### config.mk
export PLATFORM = sky130hd
export DESIGN_NAME = fetch_stage
export DESIGN_NICKNAME = d
export VERILOG_FILES = /design/src/rtl/fetch_pkg.sv /design/src/rtl/fetch_perf_counters.sv /design/src/rtl/fetch_stage.sv
export SDC_FILE = /design/constraint.sdc
export NUM_CORES = 1
export LEC_CHECK = 0
export BUFFER_PORTS_ARGS = -buffer_cell sky130_fd_sc_hd__buf_2
export CELL_PAD_IN_SITES_DETAIL_PLACEMENT = 0
export CELL_PAD_IN_SITES_GLOBAL_PLACEMENT = 1
export CORE_ASPECT_RATIO = 1.25
export CORE_MARGIN = 5
export CORE_UTILIZATION = 34
export CTS_CLUSTER_SIZE = 12
export DETAILED_ROUTE_END_ITERATION = 8
export HOLD_SLACK_MARGIN = 0.08
export PLACE_DENSITY_LB_ADDON = 0.1
export SYNTH_ARGS = -nofsm -noshare
export SYNTH_HDL_FRONTEND = slang
export SYNTH_SLANG_ARGS = --single-unit
### constraint.sdc
create_clock -name clk -period 4.3 [get_ports clk]
set_clock_uncertainty 0.15 [all_clocks]
set_input_delay 0.86 -clock clk [delete_from_list [all_inputs] [get_ports clk]]
set_output_delay 0.86 -clock clk [all_outputs]
set_load 0.02 [all_outputs]
### src/rtl/fetch_pkg.sv
// Shared types and constants for the instruction-fetch stage.
package fetch_pkg;

    localparam logic [31:0] NOP_INSTR   = 32'h0000_0013;
    localparam logic [31:0] HALT_TARGET = 32'hFFFF_FFFF;

    typedef enum logic {
        RUN    = 1'b0,
        HALTED = 1'b1
    } fetch_state_t;

    typedef struct packed {
        logic [31:0] pc;
        logic [31:0] instr;
        logic        valid;
    } ifid_t;

    // A bubble keeps the previous PC tag; only valid/instr carry meaning.
    function automatic ifid_t ifid_bubble(input logic [31:0] pc);
        ifid_bubble = '{pc: pc, instr: NOP_INSTR, valid: 1'b0};
    endfunction

endpackage

### src/rtl/fetch_perf_counters.sv
// Saturating fetch/flush event counters; present only when FETCH_PERF_CNT_EN is defined.
module fetch_perf_counters
    import fetch_pkg::*;
(
    input  logic        clk,
    input  logic        rst_n,
    input  logic        fetch_inc,
    input  logic        flush_inc,
    output logic [31:0] fetch_count,
    output logic [31:0] flush_count
);

    logic [31:0] fetch_cnt_q, fetch_cnt_d;
    logic [31:0] flush_cnt_q, flush_cnt_d;

    always_comb begin
        fetch_cnt_d = fetch_cnt_q;
        flush_cnt_d = flush_cnt_q;
        if (fetch_inc && (fetch_cnt_q != 32'hFFFF_FFFF)) begin
            fetch_cnt_d = fetch_cnt_q + 32'd1;
        end
        if (flush_inc && (flush_cnt_q != 32'hFFFF_FFFF)) begin
            flush_cnt_d = flush_cnt_q + 32'd1;
        end
    end

    always_ff @(posedge clk or negedge rst_n) begin
        if (!rst_n) begin
            fetch_cnt_q <= '0;
            flush_cnt_q <= '0;
        end else begin
            fetch_cnt_q <= fetch_cnt_d;
            flush_cnt_q <= flush_cnt_d;
        end
    end

    assign fetch_count = fetch_cnt_q;
    assign flush_count = flush_cnt_q;

endmodule

### src/rtl/fetch_stage.sv
// Instruction-fetch stage: PC register, IF/ID register, redirect/flush and halt FSM.
// Define FETCH_PERF_CNT_EN to add the fetch_count / flush_count performance outputs.
module fetch_stage
    import fetch_pkg::*;
#(
    parameter int               WIDTH    = 9,
    parameter logic [WIDTH-1:0] RESET_PC = '0
) (
    input  logic             clk,
    input  logic             reset,
    input  logic             stall,
    input  logic             pc_sel,
    input  logic [31:0]      branch_pc,
    output logic [WIDTH-1:0] instr_addr,
    input  logic [31:0]      instr_rdata,
    output logic [WIDTH-1:0] ifid_pc,
    output logic [31:0]      ifid_instr,
    output logic             ifid_valid,
    output logic             flush,
`ifdef FETCH_PERF_CNT_EN
    output logic [31:0]      fetch_count,
    output logic [31:0]      flush_count,
`endif
    output logic             halted
);

    fetch_state_t     state_q, state_d;
    logic [WIDTH-1:0] pc_q, pc_d;
    ifid_t            ifid_q, ifid_d;

    // NOTE: every always_comb output gets a default first so no path can infer a latch.
    always_comb begin
        state_d = state_q;
        pc_d    = pc_q;
        ifid_d  = ifid_q;
        flush   = 1'b0;
        if (state_q == RUN) begin
            if (pc_sel && (branch_pc == HALT_TARGET)) begin
                state_d = HALTED;
                ifid_d  = ifid_bubble(ifid_q.pc);
                flush   = 1'b1;
            end else if (pc_sel) begin
                pc_d   = {branch_pc[WIDTH-1:2], 2'b00};
                ifid_d = ifid_bubble(ifid_q.pc);
                flush  = 1'b1;
            end else if (!stall) begin
                pc_d   = pc_q + WIDTH'(4);
                ifid_d = '{pc: 32'(pc_q), instr: instr_rdata, valid: 1'b1};
            end
        end
    end

    // NOTE: sequential state uses non-blocking assignments so all flops update together.
    always_ff @(posedge clk or negedge reset) begin
        if (!reset) begin
            state_q <= RUN;
            pc_q    <= RESET_PC;
            ifid_q  <= '{pc: 32'd0, instr: NOP_INSTR, valid: 1'b0};
        end else begin
            state_q <= state_d;
            pc_q    <= pc_d;
            ifid_q  <= ifid_d;
        end
    end

    assign instr_addr = pc_q;
    assign ifid_pc    = ifid_q.pc[WIDTH-1:0];
    assign ifid_instr = ifid_q.instr;
    assign ifid_valid = ifid_q.valid;
    assign halted     = (state_q == HALTED);

    // The IF/ID PC tag is 32 bits wide; bits above WIDTH are always zero.
    generate
        if (WIDTH < 32) begin : g_pc_hi
            logic unused_pc_hi;
            assign unused_pc_hi = |ifid_q.pc[31:WIDTH];
        end
    endgenerate

`ifdef FETCH_PERF_CNT_EN
    logic fetch_inc;

    // In RUN with no redirect and no stall, this edge loads a real instruction.
    assign fetch_inc = (state_q == RUN) && !pc_sel && !stall;

    fetch_perf_counters u_perf (
        .clk        (clk),
        .rst_n      (reset),
        .fetch_inc  (fetch_inc),
        .flush_inc  (flush),
        .fetch_count(fetch_count),
        .flush_count(flush_count)
    );
`else
    // Performance counters are not built in this configuration.
`endif

endmodule

# [Word-level counts from Yosys, hierarchy flattened]
# Cells that the tools add are included.
[op_classes] eq_ne=3 add_sub_neg=1 bitwise_logic=4 reduce_logical=4 mux=10
[ops] op="two-way mux 33 bit" count=3
[ops] op="equality test 32 bit, second input constant" count=1
[ops] op="two-way mux 9 bit" count=2
[ops] op="adder 9 x 3 -> 9 bit, second input constant" count=1
[ops] op="two-way mux 1 bit" count=5
[ops] op="inverter 1 bit" count=4
[ops] op="AND reduction 4 bit" count=1
[ops] op="inequality test 3 x 1 -> 1 bit, second input constant" count=1
[ops] op="AND reduction 3 bit" count=1
[ops] op="inequality test 2 x 1 -> 1 bit, second input constant" count=1
[ops] op="AND reduction 2 bit" count=1
[ops] op="logical AND 1 bit" count=1
[totals] register_bits=52 in_bits=68 output_inout_bits=53 elab_cells=27

# [Longest topological paths before layout]
# Gate-level depths: netlist (run 1).
[logic_depth] ltp_word=4 depth_mapped=5 mapped_depth_nobuf=5

# [Worst setup path after synthesis (run 1)]
# No wires, ideal clock.
[synth_timing] kind="input port to output port" startpoint="input pc_sel" endpoint="output flush" setup_slack_ps=2056 path_stages=2 arrival_ps=1234 path_buffers=0 cell_sequence="inv_2 > nor2_1"
[synth_via] elab_chain_cells=3 elab_cells_between_ends=4 cone_classes="3 x mux; 1 x reduce/logical"
[synth_lines] element="start, declared" line="fetch_stage.sv:12" text="input logic pc_sel,"
[synth_lines] element="two-way mux 1 bit / logical AND 1 bit (equally long branches)" line="fetch_stage.sv:42, fetch_stage.sv:38"
[synth_lines] element="two-way mux 1 bit *" line="fetch_stage.sv:38" text="if (pc_sel && (branch_pc == HALT_TARGET)) begin"
[synth_lines] element="two-way mux 1 bit *" line="fetch_stage.sv:37" text="if (state_q == RUN) begin"
[synth_lines] element="end, declared" line="fetch_stage.sv:19" text="output logic flush,"
# Every way passes the cells marked *; elsewhere a longest branch is shown, timed or not.

# [Worst setup path after layout (run 1)]
[layout_timing] startpoint="input pc_sel" endpoint="register pc_q[6], in the netlist instr_addr[6]"
[layout_via] elab_chain_cells=3 elab_cells_between_ends=5 cone_classes="1 x eq/ne; 1 x mux; 1 x bitwise; 2 x reduce/logical"
[layout_lines] element="branches (longest 3 deep; another with AND reduction 3 bit)"
[layout_lines] element="end signal, assigned" line="fetch_stage.sv:61" text="pc_q <= pc_d;"
[layout_lines] element="end, declared" line="fetch_stage.sv:28" text="logic [WIDTH-1:0] pc_q, pc_d;"
# Parallel ways; which one is timed is not known.
# A chain may end at the register's enable or synchronous reset.

==> out/results.ini, run 1 <==
[status]
status = completed

[yosys]
ys_seq_elements = 48
syn_area_um2 = 1998
avgSynthCellArea_um2 = 11.82
synth_edf_count = 0
synth_seq_area_share_pct = 60.30
syn_inst = 169
synth_cell_types = 27
synth_ff_type = dfrtp_1
synth-async-reset-ratio_pct = 100.0
yosysWarnings = 0

[clocking]
tritoncts = built
numCtsBuffers = 5
cts_buffer_depth = 2
clkSlewWorstSetupHoldPaths_ns = 0.08
clock_latency_ns = 0.29
h-tree-depth = 2
clock_sinks = 48
cts_setup_buffers = 0
root_buffer = clkbuf_8
cts-resized-gates = 0
cts_hold_buf = 0

[worst_setup_path]
cp-end-kind = flip-flop
path_buf_inv = 2
critPathMaxFanout = 30
crit_arrival_ns = 2.65
slowest_stage = a31oi_2
path_cells = buf_2 > inv_2 > a21o_1 > a31oi_2 > mux2_2
cp_slowest_stage_delay_ns = 0.54
required_ns = 4.33
path_class = input pin to flip-flop
start_kind = input pin
crit_family = compound AO/OA/AOI/OAI gates

[global_route]
first_global_vias = 1768
antenna_found_initial = 0
grt_pass1_wl_mm = 8.749
grt_max_degree = 49
grt_overflow = 0
grt_use_total_pct = 14.81

[timing]
tightestPinTransition_ns = 1.039
fin_crit_sh_pct = 60.89
final_max_slew_viol_count = 0
max_freq_ghz = 0.3819
hold_violations = 0
rsz0062_at_grt = no
maxSlewHeadroom_pct = 30.73
setup_viol = 0
fin_crit_ns = 2.618
setup_tns_ns = 0

[pwr]
p_leak_nw = 1.459
intPower_mw = 0.7241
clkPwrFrac_pct = 26.3
peakVddDrop_v = 0.0001409
power_density_nw_per_um2 = 385.8
p_seq_share_pct = 50.9
p_sw_mw = 0.3263
switching_share_pct = 31.07
power_frac_comb_pct = 22.8

[floorplanning]
die_area_um2 = 7519
rows = 31
ios = 121
fp.dieH_um = 95.71
core-area_um2 = 5741
fp.dieW_um = 78.57
start_util_pct = 34.81

[place]
gp_congestion = 0.7135
io_buffer_count = 116
post-dp-hpwl_mm = 4.007
place_area_um2 = 2625

[drt]
drc = 0
drtPass1Iterations = 4
via_count = 1708
via_per_inst = 4.852
ant_nets = 0
wl_mm = 5.269
wl_per_cell_um = 14.97
drt-initial-drc-count = 53

[cells_and_area]
syn_to_final_growth_pct = 36.26
nets = 354
design_area_um2 = 2723
drive_gt1_share_pct = 49.30
num_antenna_cells = 0

[min_path]
hp-class = flip-flop to flip-flop

[flow_run]
cap_violations = 0

[path summary, 6_finish.rpt]
kind                                         from                    endpoint  slack (ns)  cells past startpoint
hold / removal             ifid_pc[4]$_DFFE_PN0P_      ifid_pc[4]$_DFFE_PN0P_        0.32                      2
hold reg to reg            ifid_pc[4]$_DFFE_PN0P_      ifid_pc[4]$_DFFE_PN0P_        0.32                      2
setup / recovery                           pc_sel   instr_addr[6]$_DFFE_PN0P_        1.68                      5
setup reg to reg                 halted$_DFF_PN0_   instr_addr[6]$_DFFE_PN0P_        2.09                      3
min in group asynchronous                   reset  ifid_instr[13]$_DFFE_PN0P_        0.59                      1
max in group asynchronous                   reset      ifid_pc[3]$_DFFE_PN0P_        2.76                      1
[cell usage in the layout (no fill, tap or decap), drive strengths merged]
cell / count
buf: 117
dfrtp: 45
nand2: 29
a22o: 29
mux2: 8
nand4: 7
nor2: 7
o21ai: 6
clkbuf: 6
nand3: 4
conb: 4
o22a: 3
dfstp: 3
a31oi: 3
or3: 2
xor2: 2
clkinvlp: 2
nor3: 2
nor4: 1
a31o: 1
inv: 1
a21o: 1
xnor2: 1
a21oi: 1
ha: 1
[kinds of logic (layout without fill, tap and decap cells)]
group           Yosys count  count (layout)  synth area share, %
flops                    48              48                60.30
other cells               1               4               0.1877
xor+xnor                  3               3                1.315
simple gates             52              52                11.96
compound gates           44              44                17.85
fa+ha+maj                 1               1               0.6261
buf+inv                  12             126                3.256
mux                       8               8                4.509
[sequential cells by signal, indices dropped and copies added, names as in the netlist]
name        cells
ifid_instr     32
ifid_pc         7
instr_addr      7
halted          1
ifid_valid      1
[power groups by stage]
stage / combinational (mW) / sequential [mW] / clock, mW
floorplan: 0.0837 / 0.595 / 0
global placement: 0.244 / 0.542 / 0
detailed placement: 0.244 / 0.543 / 0
CTS: 0.245 / 0.535 / 0.289
global route: 0.265 / 0.543 / 0.307
finish: 0.240 / 0.534 / 0.276
[cell type report]
class | instances | area (um^2)
Sequential cell | 48 | 1205
Fill cell | 573 | 3018
Clock buffer | 6 | 82.58
Timing Repair Buffer | 117 | 588.1
Multi-Input combinational cell | 112 | 745.7
Tap cell | 66 | 82.58
Inverter | 1 | 3.754
Clock inverter | 2 | 15.01
[metal layers]
metal	vias to the layer above	track usage, %	wire [um]
met1	781	19.35	2287
met3	4	4.494	496
li1	846	-	-
met4	0	4.373	45
met5	-	0	0
met2	77	23.80	2440
[stage by stage]
| step | hold slack (ns) | power (mW) | setup slack, ns | util [%] | instances |
|---|---|---|---|---|---|
| 6_report | 0.3227 | 1.050 | 1.682 | 47.43 | 352 |
| 5_1_grt | 0.3680 | 1.115 | 1.510 | 47.43 | 352 |
| 2_1_floorplan | 0.4144 | 0.6786 | 2.056 | - | 172 |
| 3_3_place_gp | 0.3063 | 0.7862 | 1.354 | 45.73 | 344 |
| 4_1_cts | 0.3315 | 1.069 | 1.646 | 47.43 | 352 |
| 3_5_place_dp | 0.3107 | 0.7868 | 1.328 | 45.73 | 344 |
[tightest hold or removal path, stage by stage, from the launching register on]
cell	delay, ns
dfrtp_1	0.34
nand2_1	0.05
nand2_1	0.05
[cells in the mapped netlist, types with 3 or more instances]
library cell,number,area [um^2]
a22o_1,29,254.0
dfstp_2,3,78.83
nand3_1,4,20.02
nand2_1,29,108.9
clkbuf_1,3,11.26
buf_4,4,30.03
dfrtp_1,45,1126
buf_2,4,20.02
o21ai_0,6,30.03
nand4_1,7,43.79
nor2_1,7,26.28
mux2_2,8,90.09
o22a_1,3,26.28
Power figures use the tool's default switching activity.
==> run 2, diff against run 1 <==
--- a/config.mk
+++ b/config.mk
@@ -5,12 +5,13 @@
 export SDC_FILE = /design/constraint.sdc
 export NUM_CORES = 1
 export LEC_CHECK = 0
+export ABC_AREA = 1
 export BUFFER_PORTS_ARGS = -buffer_cell sky130_fd_sc_hd__buf_2
 export CELL_PAD_IN_SITES_DETAIL_PLACEMENT = 0
 export CELL_PAD_IN_SITES_GLOBAL_PLACEMENT = 1
 export CORE_ASPECT_RATIO = 1.25
 export CORE_MARGIN = 5
-export CORE_UTILIZATION = 34
+export CORE_UTILIZATION = 28
 export CTS_CLUSTER_SIZE = 12
 export DETAILED_ROUTE_END_ITERATION = 8
 export HOLD_SLACK_MARGIN = 0.08
==> constraint.sdc (replaced) <==
create_clock -name clk -period 2.3 [get_ports clk]
set_clock_uncertainty 0.15 [all_clocks]
set_input_delay 0.46 -clock clk [delete_from_list [all_inputs] [get_ports clk]]
set_output_delay 0.46 -clock clk [all_outputs]
set_load 0.02 [all_outputs]
==> run 2 against run 1 <==
  * Die area increased by 26%
  * Wire length increased by 17%
  * Critical path depth increased by 1
  * Cell area increased by 7.3%
  * Combinational power decreased by 55%
==> out/results.ini, run 2 <==
[status]
status = completed

[drt]
drc = 0  ; unchanged
wl_per_cell_um = 14.31  ; -4.4%
drt-initial-drc-count = 75  ; +42%
via_per_inst = 4.423  ; -8.8%
wl_mm = 6.154  ; +17%
ant_nets = 0  ; unchanged
via_count = 1902  ; +11%
drtPass1Iterations = 4  ; unchanged

[cells_and_area]
largest_reg_flops = 32  ; unchanged
final_util_pct = 39.46  ; -8.0 points
instances_no_fill = 430  ; +22%
design_area_um2 = 2920  ; +7.3%
multi_input_area_um2 = 813.3  ; +9.1%
layout_common_cells = buf_2 (116), nand2_1 (68), dfrtp_1 (45)
drive_gt1_share_pct = 42.01  ; -7.3 points
num_antenna_cells = 0  ; unchanged
final_common_cell = buf_2
syn_to_final_growth_pct = 36.73
seq_area_um2 = 1205  ; unchanged
nFillCells = 773  ; +35%
nets = 406  ; +15%

[yosys]
synth_ff_type = dfrtp_1
avgSynthCellArea_um2 = 9.708  ; -18%
syn_area_um2 = 2136  ; +6.9%
yosys.cell_count.top_type = nand2_1
syn_inst = 220  ; +30%
yosysWarnings = 0  ; unchanged
synth_seq_area_share_pct = 56.41  ; -3.9 points
yosys-top-cells-area = dfrtp_1 (53%), nand2_1 (12%), a22o_1 (12%), dfstp_2 (3.7%), nand3_1 (3.5%)
synth_largest_area_cell = dfrtp_1
ys_seq_elements = 48  ; unchanged
synth-async-reset-ratio_pct = 100.0  ; unchanged
synth_common_cells = nand2_1 (68), dfrtp_1 (45), a22o_1 (29)
synth_cell_types = 24  ; -11%
synth_edf_count = 0  ; unchanged
synth_top_area_share_pct = 52.72  ; -3.6 points

[worst_setup_path]
cp-end-kind = flip-flop
r2r_cells = 6  ; +3
crit_arrival_ns = 1.94  ; -0.71 ns
required_ns = 2.33  ; -2.00 ns
critPathMaxFanout = 32  ; +6.7%
path_class = flip-flop to flip-flop
startpoint = halted$_DFF_PN0_
timing.rr.start = halted$_DFF_PN0_
start_kind = flip-flop

[clocking]
clock_sinks = 48  ; unchanged
cts-resized-gates = 0  ; unchanged
clkSlewWorstSetupHoldPaths_ns = 0.09  ; about the same
tritoncts = built
h-tree-depth = 2  ; unchanged
root_buffer = clkbuf_8
cts_buffer_depth = 2  ; unchanged
clock_latency_ns = 0.30  ; about the same
numCtsBuffers = 5  ; unchanged

[min_path]
hp-class = input pin to flip-flop
min-delay-start = instr_rdata[19]
worstHoldPathCells = 2  ; unchanged

[pwr]
peakVddDrop_v = 0.0003039  ; +120%
p_leak_nw = 1.691  ; +16%
power_density_nw_per_um2 = 544.5  ; +41%

[floorplanning]
rows = 35  ; +13%
fp.dieW_um = 88.12  ; +12%
start_util_pct = 28.86  ; -5.9 points
core-area_um2 = 7401  ; +29%
fp.dieH_um = 107.6  ; +12%
ios = 121  ; unchanged
die_area_um2 = 9485  ; +26%

[place]
io_buffer_count = 116  ; unchanged
place_area_um2 = 2789  ; +6.2%
post-dp-hpwl_mm = 4.765  ; +19%
dp_cells = 421  ; +22%
gp_congestion = 0.7808  ; +9.4%

[timing]
final_max_slew_viol_count = 0  ; unchanged
hold_violations = 0  ; unchanged
max_freq_ghz = 0.5242
maxSlewHeadroom_pct = 49.27  ; +19 points
rsz0062_at_grt = no
fin_crit_sh_pct = 82.94
fin_crit_ns = 1.908
setup_tns_ns = 0  ; unchanged
setup_viol = 0  ; unchanged
tightestPinTransition_ns = 0.7592  ; -0.2798 ns

[global_route]
grt_use_total_pct = 13.75  ; -1.1 points
grt_overflow = 0  ; unchanged
antenna_found_initial = 0  ; unchanged
grt_pass1_wl_mm = 10.11  ; +16%
grt_max_degree = 33  ; -33%
first_global_vias = 2017  ; +14%

[flow_run]
cap_violations = 0  ; unchanged

[run 2: changes by cell type after synthesis, moves of 3 or more]
cell      change
nand4_1       -6
buf_2         +3
o21ai_1       +5
nand3_1      +11
mux2_2        -8
clkbuf_1      -3
o21ai_0       -3
nor2_1        +4
inv_1         +9
nand2_1      +39
nand2_4       +3
[run 2: kinds of logic after synthesis]
group	after synthesis	synth area share [%]
XOR/XNOR	1	0.4102
buffers and inverters	26	6.034
AND/OR/NAND/NOR	103	21.38
flip-flops	48	56.41
other	1	0.1756
AO/OA/AOI/OAI	40	15.00
adder cells (fa/ha/maj)	1	0.5857
[run 2: power by group]
group	internal, mW	switching (mW)	total (mW)	leakage (nW)
Combinational	0.0519	0.0563	0.108	0.975
Clock	0.356	0.283	0.639	0.0614
Sequential	0.843	0	0.843	0.655
[run 2: what timing repair did]
item	4_1_cts	5_1_grt
hold buffers	1	0
setup buffers	0	0
hold endpoints to repair	18	0
[run 2: layout make-up]
type                       instances  area share, %
clock buffer                       6          2.828
clock inverter                     2          1.328
inverter                          12          1.542
multi-input combinational        149          27.85
sequential                        48          41.26
tap                               92          3.942
timing repair buffer             121          21.25
[run 2: stage by stage]
step,hold WS (ns),setup slack (ns),total power [mW]
CTS,0.2044,0.3596,1.619
global route,0.1992,0.1314,1.673
floorplan,0.01441,0.9061,0.8923
detailed placement,0.3051,0.1185,0.9697
finish,0.2184,0.3925,1.590
global placement,0.3082,0.1600,0.9682
[run 2: final timing paths]
kind,endpoint,slack [ns]
setup / recovery,ifid_pc[2]$_DFFE_PN0P_,0.39
hold / removal,ifid_instr[19]$_DFFE_PN0P_,0.22
setup reg to reg,ifid_pc[2]$_DFFE_PN0P_,0.39
hold reg to reg,ifid_pc[3]$_DFFE_PN0P_,0.32
max in group asynchronous,ifid_instr[14]$_DFFE_PN0P_,0.89
min in group asynchronous,ifid_instr[15]$_DFFE_PN0P_,0.51
[run 2: worst max-delay path, cell delays in order (launching register included)]
cell,delay [ns]
dfrtp_1,0.40
inv_1,0.09
nand2_2,0.08
nor2_4,0.58
inv_2,0.29
nand2_1,0.13
o21ai_1,0.06
[run 2: routing by layer]
layer	share of wire, %	vias up	wire length, um	GRT usage, %
li1	-	958	-	-
met5	0	-	0	0
met1	43	843	2675	18.59
met3	9.7	12	599	3.752
met2	45	89	2750	20.85
met4	2.1	0	129	5.184
